==> config.mk <==
export PLATFORM = sky130hd
export DESIGN_NAME = serial_adder_ctrl
export DESIGN_NICKNAME = d
export VERILOG_FILES = /design/src/rtl/serial_adder_ctrl.sv
export SDC_FILE = /design/constraint.sdc
export NUM_CORES = 1
export LEC_CHECK = 0
export ABC_CLOCK_PERIOD_IN_PS = 13500
export CAP_MARGIN = 20
export CORE_ASPECT_RATIO = 1.2
export CORE_UTILIZATION = 30
export DETAILED_ROUTE_END_ITERATION = 16
export GPL_TIMING_DRIVEN = 0
export SLEW_MARGIN = 20
export SYNTH_ARGS = -nofsm -noshare
export SYNTH_HDL_FRONTEND = slang
export SYNTH_HIERARCHICAL = 1
export SYNTH_SLANG_ARGS = --single-unit
==> constraint.sdc <==
create_clock -name clk -period 13.5 [get_ports clk]
set_clock_uncertainty 0.1 [all_clocks]
set_input_delay 2.7 -clock clk [delete_from_list [all_inputs] [get_ports clk]]
set_output_delay 2.7 -clock clk [all_outputs]
set_load 0.01 [all_outputs]
==> src/rtl/serial_adder_ctrl.sv <==
// rtl/serial_adder_ctrl.sv - bit-serial add/subtract unit with NZCV flags, one full adder reused LSB first

module one_bit_full_adder (
    input  logic c_in,
    input  logic a,
    input  logic b,
    output logic sum,
    output logic c_out
);
    assign sum   = a ^ b ^ c_in;
    assign c_out = (a & b) | (c_in & (a ^ b));
endmodule

module serial_adder_ctrl #(
    parameter int WIDTH = 64
) (
    input  logic             clk,
    input  logic             reset,
    input  logic             start,
    input  logic             sub,
    input  logic [WIDTH-1:0] a,
    input  logic [WIDTH-1:0] b,
    output logic             busy,
    output logic             done,
    output logic [WIDTH-1:0] result,
    output logic             n,
    output logic             z,
    output logic             c,
    output logic             v
);
    localparam int CNT_W = (WIDTH > 2) ? $clog2(WIDTH) : 1;

    typedef enum logic [1:0] {IDLE, RUN, DONE} state_t;

    state_t             state, state_next;
    logic [WIDTH-1:0]   a_sr, b_sr;
    logic               carry;
    logic [CNT_W-1:0]   cnt;
    logic               fa_sum, fa_cout;
    logic               last_bit;
    logic [WIDTH-1:0]   result_next;

    one_bit_full_adder u_fa (
        .c_in  (carry),
        .a     (a_sr[0]),
        .b     (b_sr[0]),
        .sum   (fa_sum),
        .c_out (fa_cout)
    );

    assign last_bit    = (cnt == CNT_W'(WIDTH - 1));
    assign result_next = {fa_sum, result[WIDTH-1:1]};

    always_ff @(posedge clk or posedge reset) begin
        if (reset) state <= IDLE;
        else       state <= state_next;
    end

    always_comb begin
        state_next = state;
        busy       = 1'b0;
        done       = 1'b0;
        case (state)
            IDLE: if (start) state_next = RUN;
            RUN: begin
                busy = 1'b1;
                if (last_bit) state_next = DONE;
            end
            DONE: begin
                done       = 1'b1;
                state_next = IDLE;
            end
            default: state_next = IDLE;
        endcase
    end

    // Subtraction is a + ~b + 1: invert B at load and seed the carry with sub.
    always_ff @(posedge clk or posedge reset) begin
        if (reset) begin
            a_sr   <= '0;
            b_sr   <= '0;
            carry  <= 1'b0;
            cnt    <= '0;
            result <= '0;
            n      <= 1'b0;
            z      <= 1'b0;
            c      <= 1'b0;
            v      <= 1'b0;
        end else begin
            case (state)
                IDLE: begin
                    if (start) begin
                        a_sr  <= a;
                        b_sr  <= sub ? ~b : b;
                        carry <= sub;
                        cnt   <= '0;
                    end
                end
                RUN: begin
                    a_sr   <= a_sr >> 1;
                    b_sr   <= b_sr >> 1;
                    carry  <= fa_cout;
                    cnt    <= cnt + CNT_W'(1);
                    result <= result_next;
                    // On the MSB, carry holds the carry-in and fa_cout the carry-out.
                    if (last_bit) begin
                        n <= fa_sum;
                        z <= ~|result_next;
                        c <= fa_cout;
                        v <= carry ^ fa_cout;
                    end
                end
                default: ;
            endcase
        end
    end
endmodule
=== Yosys cells after proc, flatten, opt, wreduce, memory -nomap -nowiden ===
Cells that the tools add are included.

* Memories: 0
* Memory bits (writable): 0
* Bits in read-only memories: 0
* Latch bits: 0
* Output and inout bits: 70
* Register bits: 205
* Logic and storage cells: 44

* Divide/modulo/power cells: 0
* Mux-type cells: 14
* Shift operators: 0
* Bitwise gates (word level): 7
* Magnitude comparators: 0
* Equal/unequal tests: 5
* Multipliers: 0
* Add/sub/neg operators: 1
* Reduce and logical (&&, ||, !) cells: 7

{| class="wikitable"
|+ Operators with widths
! kind !! count
|-
| one-hot mux 64 bit (2 select lines) || 2
|-
| two-way mux 64 bit || 3
|-
| NOT 64 bit || 1
|-
| OR reduction 64 bit || 1
|-
| one-hot mux 6 bit (2 select lines) || 1
|-
| adder 6 x 1 -> 6 bit, second input constant || 1
|-
| equality test 6 bit, second input constant || 1
|-
| two-way mux 6 bit || 1
|-
| AND reduction 2 bit || 3
|-
| two-way mux 2 bit || 2
|-
| inequality test 2 bit, second input constant || 2
|-
| one-hot mux 2 bit (2 select lines) || 1
|-
| two-way mux 1 bit || 3
|-
| XOR 1 bit || 3
|-
| bitwise AND 1 bit || 2
|-
| equality test 2 x 1 -> 1 bit, second input constant || 1
|-
| equality test 2 bit, second input constant || 1
|-
| zero test 2 bit || 1
|-
| one-hot mux 1 bit (2 select lines) || 1
|-
| nonzero test 2 bit || 1
|-
| zero test 1 bit || 1
|-
| bitwise OR 1 bit || 1
|}

=== Logic depth before layout (Yosys ltp) ===
* Depth after elaboration: 4
* Mapped depth: 6

=== By module ===
Netlist, hierarchy kept.

{| class="wikitable"
|+ By module, submodules not included
! module !! cells each !! times used !! sequential area each (um^2) !! area an instance (um^2)
|-
| serial_adder_ctrl || 991 || 1 || 5,129.9 || 10,307.4
|-
| one_bit_full_adder || 1 || 1 || 0.0 || 20.0
|}

=== Worst setup path before layout ===
OpenSTA, ideal clock, no wires.

* Path type: register to output
* From: register state[1]
* To: output port done
* Arrival time: 1.118 ns
* Setup slack: 9.582 ns
* Stages on the path, launching flop included: 5
* Path through: dfrtp_1 buf_2 buf_2 buf_2 nor2b_1

* Word-level cells in the longest chain between the ends: 2

{| class="wikitable"
|+ RTL lines
! element !! line !! text
|-
| start, declared || 35 || <nowiki>state_t state, state_next;</nowiki>
|-
| start signal, assigned || 56 || <nowiki>else state <= state_next;</nowiki>
|-
| equality test 2 bit || 63 || <nowiki>case (state)</nowiki>
|-
| two-way mux 1 bit || 63 ||
|-
| end, declared || 24 || <nowiki>output logic done,</nowiki>
|}

Every way passes these cells.

=== Final worst setup path ===
Ends and elaborated chain as after synthesis.

==> results.md <==
- Run status: complete, no violations
- Clock buffer depth: 3
- Area of the die: 35170 µm²
- Unrepaired setup endpoints after global routing: no
- Crit path max fanout: 10
- H-Tree Depth: 1
- Share of cells above drive strength 1: 11.03%
- Critical Path Start: state[1]$_DFFE_PP0P_
- Worst VDD drop: 133.5 µV
- Crit end category: primary output
- Max-cap check violation count: 0
- Initial antenna violation count: 0
- Avg Inst Size Synth: 10.41 µm²
- Fin Setup TNS: 0 ns
- Syn Inst Count: 992
- Cell Area, Synth: 10330 µm²
- Worst setup margin: 8.139 ns
- Startpoint Class: register
- Hold buffers post-CTS: 0
- Tightest Pin Transition: 0.5412 ns
- Layout Nets: 1353
- Core Region: 33980 µm²
- Net Count, Synth: 1126
- Hold Startpoint: result[0]$_DFFE_PP0P_
- Detailed Routing Iterations Pass 1: 5
- Worst path slowest cell: clkdlybuf4s50_1
- Most common cell on crit path: buf_2
- Worst path max stage delay: 0.56 ns
- Worst EP required: 10.70 ns
- Starting density of the core: 30.39%
- GRT Util Overall: 16.59%
- DR iter-0 viols: 572
- Yosys warnings: 6
- Top cells by area, synth: dfrtp_1 (50%), a22oi_1 (9.0%), nor2b_1 (7.8%)
- Leakage: 5.661 nW
- Setup bufs post-CTS: 0
- Clock slew at reported path FFs: 0.06 ns
- Fin. max-slew vios: 0
- Relative slew slack: 63.92%
- Arrival @ worst endpoint: 2.56 ns
- Seq/Total Area, Yosys: 49.67%
- Rows: 74
- Clock Latency Late Sink: 0.51 ns
- First-pass GRT wire length: 46310 µm
- Vias in the first global route: 8563
- Sink Count: 205
- Post-DR wirelength/cell: 17.32 µm
- IO buf count: 200
- Synth top area share: 49.67%
- Final Hold Viols: 0
- Routed Wire Length: 29270 µm
- Vias: 8433
- Worst path bufs/invs: 4
- Post-DP Area: 12960 µm²
- CTS tree: yes
- Syn-to-layout area delta: 32.97%
- DP HPWL: 20190 µm
- CP Class: register to primary output
- Pwr Density: 187.0 nW/µm²
- Critical path's top delay family: buffers and inverters
- Num CTS Buffers: 23
- Period utilization: 39.71%
- Largest net degree at the start of global routing: 100
- DR vias/cell: 4.990
- IO Pins: 202
- DRT antenna net count: 0
- R2R Path Start: a_sr[0]$_DFFE_PP0P_
- Area leader, netlist: dfrtp_1
- GRT overflow: 0
- Fin area: 13730 µm²
- CTS root buffer: clkbuf_16
- Count of unique library cells instantiated by Yosys: 35
- Top achievable clock speed: 186.5 MHz
- Die Ht: 205.3 µm
- #FFs+latches synth: 205
- Post-Layout Cell Count: 1690
- DRC: 0
- Post-CTS resize count: 0
- Final setup fails: 0
- Worst hold path type: register to register
- Pre-CTS setup slack: 8.598 ns
- Gpl congestion: 0.7950
- Final min period: 5.361 ns
- Width of the die: 171.4 µm
- Placed Cells: 1650
- Worst-path cell chain: buf_2 -> buf_2 -> buf_2 -> nor2b_1 -> clkdlybuf4s50_1
-- worst paths after layout --
| check | to | slack (ns) | cells after the start |
|---|---|---|---|
| setup / recovery | done | 8.14 | 5 |
| hold / removal | result[0]$_DFFE_PP0P_ | 0.39 | 1 |
| setup reg to reg | z$_DFFE_PP0P_ | 11.55 | 5 |
| hold reg to reg | result[0]$_DFFE_PP0P_ | 0.39 | 1 |
| max in group asynchronous | result[18]$_DFFE_PP0P_ | 10.11 | 3 |
| min in group asynchronous | a_sr[44]$_DFFE_PP0P_ | 2.42 | 2 |
-- per-stage QoR --
stage          utilization [%]  power (W)  hold slack, ns
3_5_place_dp             38.15   0.001928          0.3829
6_report                 40.41   0.002568          0.3858
2_1_floorplan                -   0.001554          0.3609
3_3_place_gp             37.96   0.001907          0.3750
4_1_cts                  40.40   0.002604          0.3970
5_1_grt                  40.40   0.002743          0.4181
-- worst reg2reg max path, stage by stage, from the launching register on --
cell	delay [ns]
dfrtp_1	0.44
fa_1	0.61
nor4_1	0.21
nand4_1	0.14
nor4_1	0.21
mux2_4	0.19
-- logic make-up after synthesis --
logic type	count (synthesis)	share of synthesized area [%]
AOI/OAI and AO/OA	390	22.20
adders and majority gates	2	0.3150
DFF	205	49.67
xor gates and xnor gates	65	5.512
muxes	71	7.851
and+or+nand+nor	169	9.983
buffers and inverters	90	4.471
-- sequential cells by signal, summed over array words and instances, names as in the netlist, 2 cells and up --
register,flops
result,64
state,2
a_sr,64
cnt,6
b_sr,64
-- layer usage --
metal  share of wire (%)  routed length, µm  track usage [%]  vias to the layer above
met5                   0                  0                0                        -
met4                 2.2                632            4.624                        0
met3                 7.4               2173            4.655                       49
met2                  47              13890            27.93                      227
met1                  43              12580            20.63                     4119
li1                    -                  -                -                     4038
-- area by class of cell --
cell class,instances,area [µm²]
clock inverter,9,125.1
clock buffer,30,641.9
inverter,3,18.77
multi-input combinational,697,4736
sequential,205,5130
fill,3345,20250
timing repair buffer,202,2057
antenna,1,2.502
buffer,87,450.4
tap,456,570.5
-- synth_stat cells, drive strengths merged --
cell     number
dfrtp       205
o21ai       130
nor2b       129
a21oi       128
a22oi       124
mux2         68
buf          62
xor2         61
clkbuf       25
nor4         17
nand2         6
nor2          6
nand4         4
xnor2         4
a2bb2oi       3
inv           3
mux2i         3
o22a          3
and3          2
a22o          1
a41oi         1
and2b         1
and4          1
fa            1
ha            1
nand3         1
nor3          1
or2           1
-- power breakdown --
part	switching [W]	total (W)	leakage (nW)	internal [W]
logic	0.000368	0.000849	2.66	0.000481
clock network	0.000262	0.000652	0.374	0.000390
registers	0.000208	0.00107	2.63	0.000859
-- layout by cell type, fill, tap and decap left out, types with 2 or more instances in the layout --
| cell | instances |
|---|---|
| dfrtp_1 | 205 |
| clkdlybuf4s50_1 | 200 |
| nor2b_1 | 128 |
| a21oi_1 | 128 |
| a22oi_1 | 124 |
| o21ai_0 | 121 |
| xor2_1 | 61 |
| buf_2 | 36 |
| mux2_2 | 35 |
| mux2_1 | 29 |
| clkbuf_1 | 27 |
| clkbuf_16 | 23 |
| buf_4 | 20 |
| nor4_1 | 17 |
| o21ai_1 | 9 |
| nor2_1 | 6 |
| buf_1 | 6 |
| nand2_1 | 6 |
| xnor2_1 | 4 |
| mux2_4 | 4 |
| nand4_1 | 4 |
| clkinv_2 | 4 |
| clkbuf_8 | 4 |
| a2bb2oi_1 | 3 |
| o22a_1 | 3 |
| mux2i_1 | 3 |
| bufinv_16 | 3 |
| inv_1 | 2 |
| and3_1 | 2 |
| clkinvlp_4 | 2 |
| buf_16 | 2 |
Power figures use the tool's default switching activity.
